===== src/rtl/data_mem_responder_pkg.sv =====
// Shared encodings for the MEM-stage data memory responder.
// FSM states, request size/direction codes and word beat count.
package data_mem_responder_pkg;

   typedef enum logic [1:0] {
      ST_IDLE = 2'd0,
      ST_BEAT = 2'd1,
      ST_RESP = 2'd2
   } state_t;

   localparam logic SIZE_BYTE  = 1'b0;
   localparam logic SIZE_WORD  = 1'b1;
   localparam logic RW_READ    = 1'b0;
   localparam logic RW_WRITE   = 1'b1;
   localparam int   WORD_BEATS = 4;

endpackage


===== src/rtl/data_mem_responder_bytes.sv =====
// Byte-wide storage array for the data memory responder.
// One synchronous write port, one combinational read port.
module data_mem_responder_bytes #(
   parameter int ADDR_W = 8
) (
   input  logic              clk,
   input  logic              i_we,
   input  logic [ADDR_W-1:0] i_waddr,
   input  logic [7:0]        i_wdata,
   input  logic [ADDR_W-1:0] i_raddr,
   output logic [7:0]        o_rdata
);

   localparam int DEPTH = 1 << ADDR_W;

   logic [7:0] Mem [DEPTH];

   // synchronous byte write, storage is never cleared
   always_ff @(posedge clk) begin
      if (i_we) begin
         Mem[i_waddr] <= i_wdata;
      end
   end

   assign o_rdata = Mem[i_raddr];

endmodule


===== src/rtl/data_mem_responder.sv =====
// MEM-stage responder: byte/word big-endian loads and stores,
// one byte per cycle, combinational stall, registered response.
module data_mem_responder
   import data_mem_responder_pkg::*;
#(
   parameter int ADDR_W = 8
) (
   input  logic        clk,
   input  logic        reset,
   input  logic        req_en,
   input  logic        req_rw,
   input  logic        req_size,
   input  logic [31:0] req_addr,
   input  logic [31:0] req_wdata,
   output logic        stall,
   output logic        rsp_valid,
   output logic [31:0] rsp_rdata
);

   state_t            r_state;
   logic [1:0]        r_beat;
   logic              r_rw;
   logic              r_size;
   logic [ADDR_W-1:0] r_addr;
   logic [31:0]       r_wdata;
   logic [31:0]       r_ldata;

   logic              w_acc;
   logic              w_act;
   logic              w_rw;
   logic              w_size;
   logic              w_we;
   logic [ADDR_W-1:0] w_req_addr;
   logic [ADDR_W-1:0] w_maddr;
   logic [31:0]       w_wsrc;
   logic [4:0]        w_shift;
   logic [7:0]        w_wbyte;
   logic [7:0]        w_rbyte;
   logic              w_unused;

   assign w_unused = &{1'b0, req_addr[31:ADDR_W]};

   // beat 0 is served on the accepting edge straight from the inputs
   assign w_acc = (r_state == ST_IDLE) & req_en;
   assign w_act = w_acc | (r_state == ST_BEAT);
   assign w_rw   = w_acc ? req_rw    : r_rw;
   assign w_size = w_acc ? req_size  : r_size;
   assign w_wsrc = w_acc ? req_wdata : r_wdata;

   assign w_req_addr = (req_size == SIZE_WORD)
                     ? {req_addr[ADDR_W-1:2], 2'b00}
                     : req_addr[ADDR_W-1:0];

   assign w_maddr = w_acc ? w_req_addr
                          : r_addr + ADDR_W'(r_beat);

   // big-endian lane: beat k maps to bits [31-8k -: 8]
   assign w_shift = (w_size == SIZE_WORD)
                  ? 5'd24 - {r_beat, 3'b000}
                  : 5'd0;

   assign w_wbyte = 8'(w_wsrc >> w_shift);
   assign w_we    = reset & w_act & (w_rw == RW_WRITE);

   assign stall = (r_state == ST_BEAT) | w_acc;

   data_mem_responder_bytes #(
      .ADDR_W (ADDR_W)
   ) u_mem (
      .clk     (clk),
      .i_we    (w_we),
      .i_waddr (w_maddr),
      .i_wdata (w_wbyte),
      .i_raddr (w_maddr),
      .o_rdata (w_rbyte)
   );

   // request FSM: latch on accept, step beats, pulse response
   always_ff @(posedge clk or negedge reset) begin
      if (!reset) begin
         r_state   <= ST_IDLE;
         r_beat    <= 2'd0;
         r_rw      <= RW_READ;
         r_size    <= SIZE_BYTE;
         r_addr    <= '0;
         r_wdata   <= 32'h0;
         r_ldata   <= 32'h0;
         rsp_valid <= 1'b0;
         rsp_rdata <= 32'h0;
      end else begin
         rsp_valid <= 1'b0;
         unique case (r_state)
            ST_IDLE: begin
               if (req_en) begin
                  r_rw    <= req_rw;
                  r_size  <= req_size;
                  r_addr  <= w_req_addr;
                  r_wdata <= req_wdata;
                  r_ldata <= {w_rbyte, 24'h0};
                  if (req_size == SIZE_WORD) begin
                     r_state <= ST_BEAT;
                     r_beat  <= 2'd1;
                  end else begin
                     r_state   <= ST_RESP;
                     rsp_valid <= 1'b1;
                     if (req_rw == RW_READ) begin
                        rsp_rdata <= {24'h0, w_rbyte};
                     end
                  end
               end
            end
            ST_BEAT: begin
               r_ldata <= r_ldata | ({24'h0, w_rbyte} << w_shift);
               if (r_beat == 2'(WORD_BEATS - 1)) begin
                  r_state   <= ST_RESP;
                  r_beat    <= 2'd0;
                  rsp_valid <= 1'b1;
                  if (r_rw == RW_READ) begin
                     rsp_rdata <= {r_ldata[31:8], w_rbyte};
                  end
               end else begin
                  r_beat <= r_beat + 2'd1;
               end
            end
            ST_RESP: begin
               r_state <= ST_IDLE;
            end
            default: begin
               r_state <= ST_IDLE;
            end
         endcase
      end
   end

endmodule

===== config.mk =====
export PLATFORM = sky130hd
export DESIGN_NAME = data_mem_responder
export DESIGN_NICKNAME = d
export VERILOG_FILES = /design/src/rtl/data_mem_responder_pkg.sv /design/src/rtl/data_mem_responder_bytes.sv /design/src/rtl/data_mem_responder.sv
export SDC_FILE = /design/constraint.sdc
export NUM_CORES = 2
export LEC_CHECK = 0
export BUFFER_PORTS_ARGS = -buffer_cell sky130_fd_sc_hd__buf_2
export CORE_ASPECT_RATIO = 2
export CORE_MARGIN = 2
export CORE_UTILIZATION = 55
export DETAILED_ROUTE_END_ITERATION = 7
export HOLD_SLACK_MARGIN = 0.08
export PLACE_DENSITY_LB_ADDON = 0.05
export SYNTH_ARGS = -nofsm -noshare
export SYNTH_HDL_FRONTEND = slang
export SYNTH_SLANG_ARGS = --single-unit

===== constraint.sdc =====
create_clock -name clk -period 13.8 [get_ports clk]
set_input_delay 0 -clock clk [delete_from_list [all_inputs] [get_ports clk]]
set_output_delay 0 -clock clk [all_outputs]
set_load 0.02 [all_outputs]

==> results.yml <==
run_status:
  outcome: "completed"
die:
  fp.dieArea_um2: 159000
  floorplan.io_pins: 103
  floorplan.core_area_um2: 155000
  dieWidth_um: 283
  floorplan.initialDensity_pct: 55.2
  chipHeight_um: 562
  rows: 205
synth:
  yosys_register_bits: 2151
  ys_async_rst_share_pct: 4.79
  syn-num-nets: 5931
  yosys_warnings: 0
  syn_inst: 5858
  postSynthAreaPerCell_um2: 14.6
  synth_cell_types: 69
  synth_enable_flop_cells: 2048
  synth-seq-area-share_pct: 74.7
  mappedNetlistArea_um2: 85700
  synth_flop_cell: "edfxtp_1"
worst_setup_path:
  setup.worst_path.start_class: "flop"
  worst-setup-path-type: "flop to flop"
  crit_arrival_ns: 7.32
  critical_path.max_fanout: 44
  timing.critical_path.required_ns: 14.46
  critPathCaptureType: "flop"
cells_and_area:
  multi_input_combinational_cell_area_um2: 19600
  finish.net_count: 6002
  post_route_cells_drive_above_1_share_pct: 9.57
  layoutNonFillerInstCount: 8144
  syn2layout_area_growth_pct: 10.9
  filler_cell_count: 11644
  seq_area_um2: 64100
sta:
  final_hold_violation_count: 0
  rsz0062_at_grt: "no"
  max_freq_mhz: 150
  fin_worst_skew_ns: 0.0332
  setup-tns-final_ns: 0
  finalMaxSlewViolations: 0
  period_minus_ws_final_ns: 6.66
  worstMarginPinSlew_ns: 1.22
  worst_slew_margin_rel_pct: 18.2
  setup_viol_count_final: 0
  crit_share_post_route_pct: 48.3
clock_tree:
  cts_buffers: 189
  cts_hold_buf: 127
  postCtsSetupBuffers: 0
  tritoncts: "built"
  clkTransAtPathRegs_ns: 0.07
  cts_sinks: 2151
  post_cts.resized_instances: 0
  clk_latency_ns: 0.81
  cts.htree.levels: 4
  clock_tree.root_cell: "clkbuf_16"
  clock_tree_buffer_depth: 4
place:
  place_inst: 7681
  place.detailed.hpwl_mm: 125
  place.gp.congestion: 0.816
  portBuffers: 78
routing:
  drt-wirelength-per-cell_um: 28.4
  detailedRoute.firstPassIterationCount: 7
  wl_mm: 231
  detail_route.drc_violations: 0
  initialDrtViolationCount: 5595
  final_antenna_net_count: 0
  via_per_inst: 6.29
  vias: 51247
global_routing:
  grt_antenna_before_repair: 6
  grt_start_max_net_pins: 194
  global_route.overflow_total: 0
  grt_first_pass_wirelength_mm: 335
  groute.usage.overall_pct: 28.6
  grt_pass1_vias: 49840
flow_run:
  drv_cap: 0
hold_path:
  hold_crit_path_type: "input port to flop"
critical path, stage by stage, from the launching register on:
cell and delay, ns:
dfrtp_1 0.54, ha_2 0.63, a22oi_4 1.00, buf_4 0.62
buf_4 0.63, mux4_1 0.69, a22o_1 0.28, o21ai_0 0.50
nand4_1 0.34, a22o_1 0.29, a211oi_2 0.70, o21ai_0 0.21
cells in the mapped netlist (42+ instances only):
master | instances | area share (%)
mux2i_1 | 297 | 3.5
buf_2 | 148 | 0.86
a22oi_1 | 326 | 2.9
a211oi_1 | 42 | 0.37
mux4_2 | 46 | 1.2
a221oi_1 | 42 | 0.43
nor2_1 | 269 | 1.2
clkbuf_1 | 197 | 0.86
inv_1 | 48 | 0.21
o21ai_0 | 98 | 0.57
nand2_1 | 947 | 4.1
a21oi_1 | 650 | 3.8
dfrtp_1 | 103 | 3.0
o22ai_1 | 197 | 1.4
nand3_1 | 89 | 0.52
edfxtp_1 | 2048 | 72
cell type report:
class | instances | share of cell area, %
Timing Repair Buffer | 310 | 2.76
Antenna cell | 1 | 0.00263
Clock buffer | 217 | 5.11
Multi-Input combinational cell | 3229 | 20.6
Sequential cell | 2151 | 67.4
Inverter | 48 | 0.190
Tap cell | 2070 | 2.72
Clock inverter | 118 | 1.20
stage by stage:
stage	worst slack [ns]	utilization (%)	hold WS, ns	cell area, µm²
after global placement	7.12	56.5	-0.0365	87800
after CTS	7.02	61.1	0.178	95000
after detailed placement	7.05	56.5	-0.0311	87800
after floorplan	2.81	-	-0.296	85700
final	7.14	61.2	0.203	95100
after global routing	6.92	61.2	0.214	95100
final timing paths:
kind | startpoint | to | slack [ns] | cells past startpoint
worst min register to register | rsp_rdata[25]$_DFFE_PN0P_ | rsp_rdata[25]$_DFFE_PN0P_ | 0.47 | 2
worst max register to register | r_beat[0]$_DFFE_PN0P_ | r_ldata[22]$_DFFE_PN0P_ | 7.14 | 11
worst min-delay path | req_size | r_beat[1]$_DFFE_PN0P_ | 0.20 | 4
max in group asynchronous | reset | r_ldata[27]$_DFFE_PN0P_ | 12.58 | 4
worst max-delay path | r_beat[0]$_DFFE_PN0P_ | r_ldata[22]$_DFFE_PN0P_ | 7.14 | 11
min in group asynchronous | reset | r_wdata[23]$_DFFE_PN0N_ | 0.28 | 4
logic make-up (layout without fill, tap and decap cells):
family,Yosys count,count (layout),share of synthesized area [%]
flops,2151,2151,74.7
compound gates,1476,1476,10.7
other cells,0,1,0
fa+ha+maj,4,4,0.0671
simple gates,1384,1384,6.43
mux,361,361,5.23
buf+inv,478,693,2.77
xor+xnor,4,4,0.0409
state kept, by name (all words and copies together) (netlist names):
| name | count |
|---|---|
| r_ldata | 24 |
| rsp_valid | 1 |
| r_addr | 8 |
| u_mem.Mem | 2048 |
| rsp_rdata | 32 |
| r_beat | 2 |
| r_size | 1 |
| r_rw | 1 |
| r_state | 2 |
| r_wdata | 32 |
layout by cell type, fill, tap and decap left out, types with 27 or more instances in the layout:
cell           count
clkbuf_1          27
buf_4             93
mux2i_1          289
nor3_1            28
a22oi_1          326
dfrtp_1          103
edfxtp_1        2048
a221oi_1          42
clkbuf_16        190
inv_1             48
mux4_2            46
buf_2             77
o22ai_1          196
dlygate4sd3_1    126
nor2_1           266
o21ai_0           97
nand2_1          931
a21oi_1          650
a211oi_1          42
nand3_1           89
clkinv_2          47
clkinv_1          27
per-layer routing:
layer	up-vias	wire (µm)	GRT usage (%)	part of all wire [%]
met5	-	18	0	0.0078
met1	25972	90500	38.8	39
li1	22528	-	-	-
met3	502	17500	4.04	7.6
met4	4	11400	12.9	4.9
met2	2241	112000	46.4	48
Power is left out: the tool's default activity adds up to more than one toggle a clock period on the data nets, which glitch-free logic cannot reach.
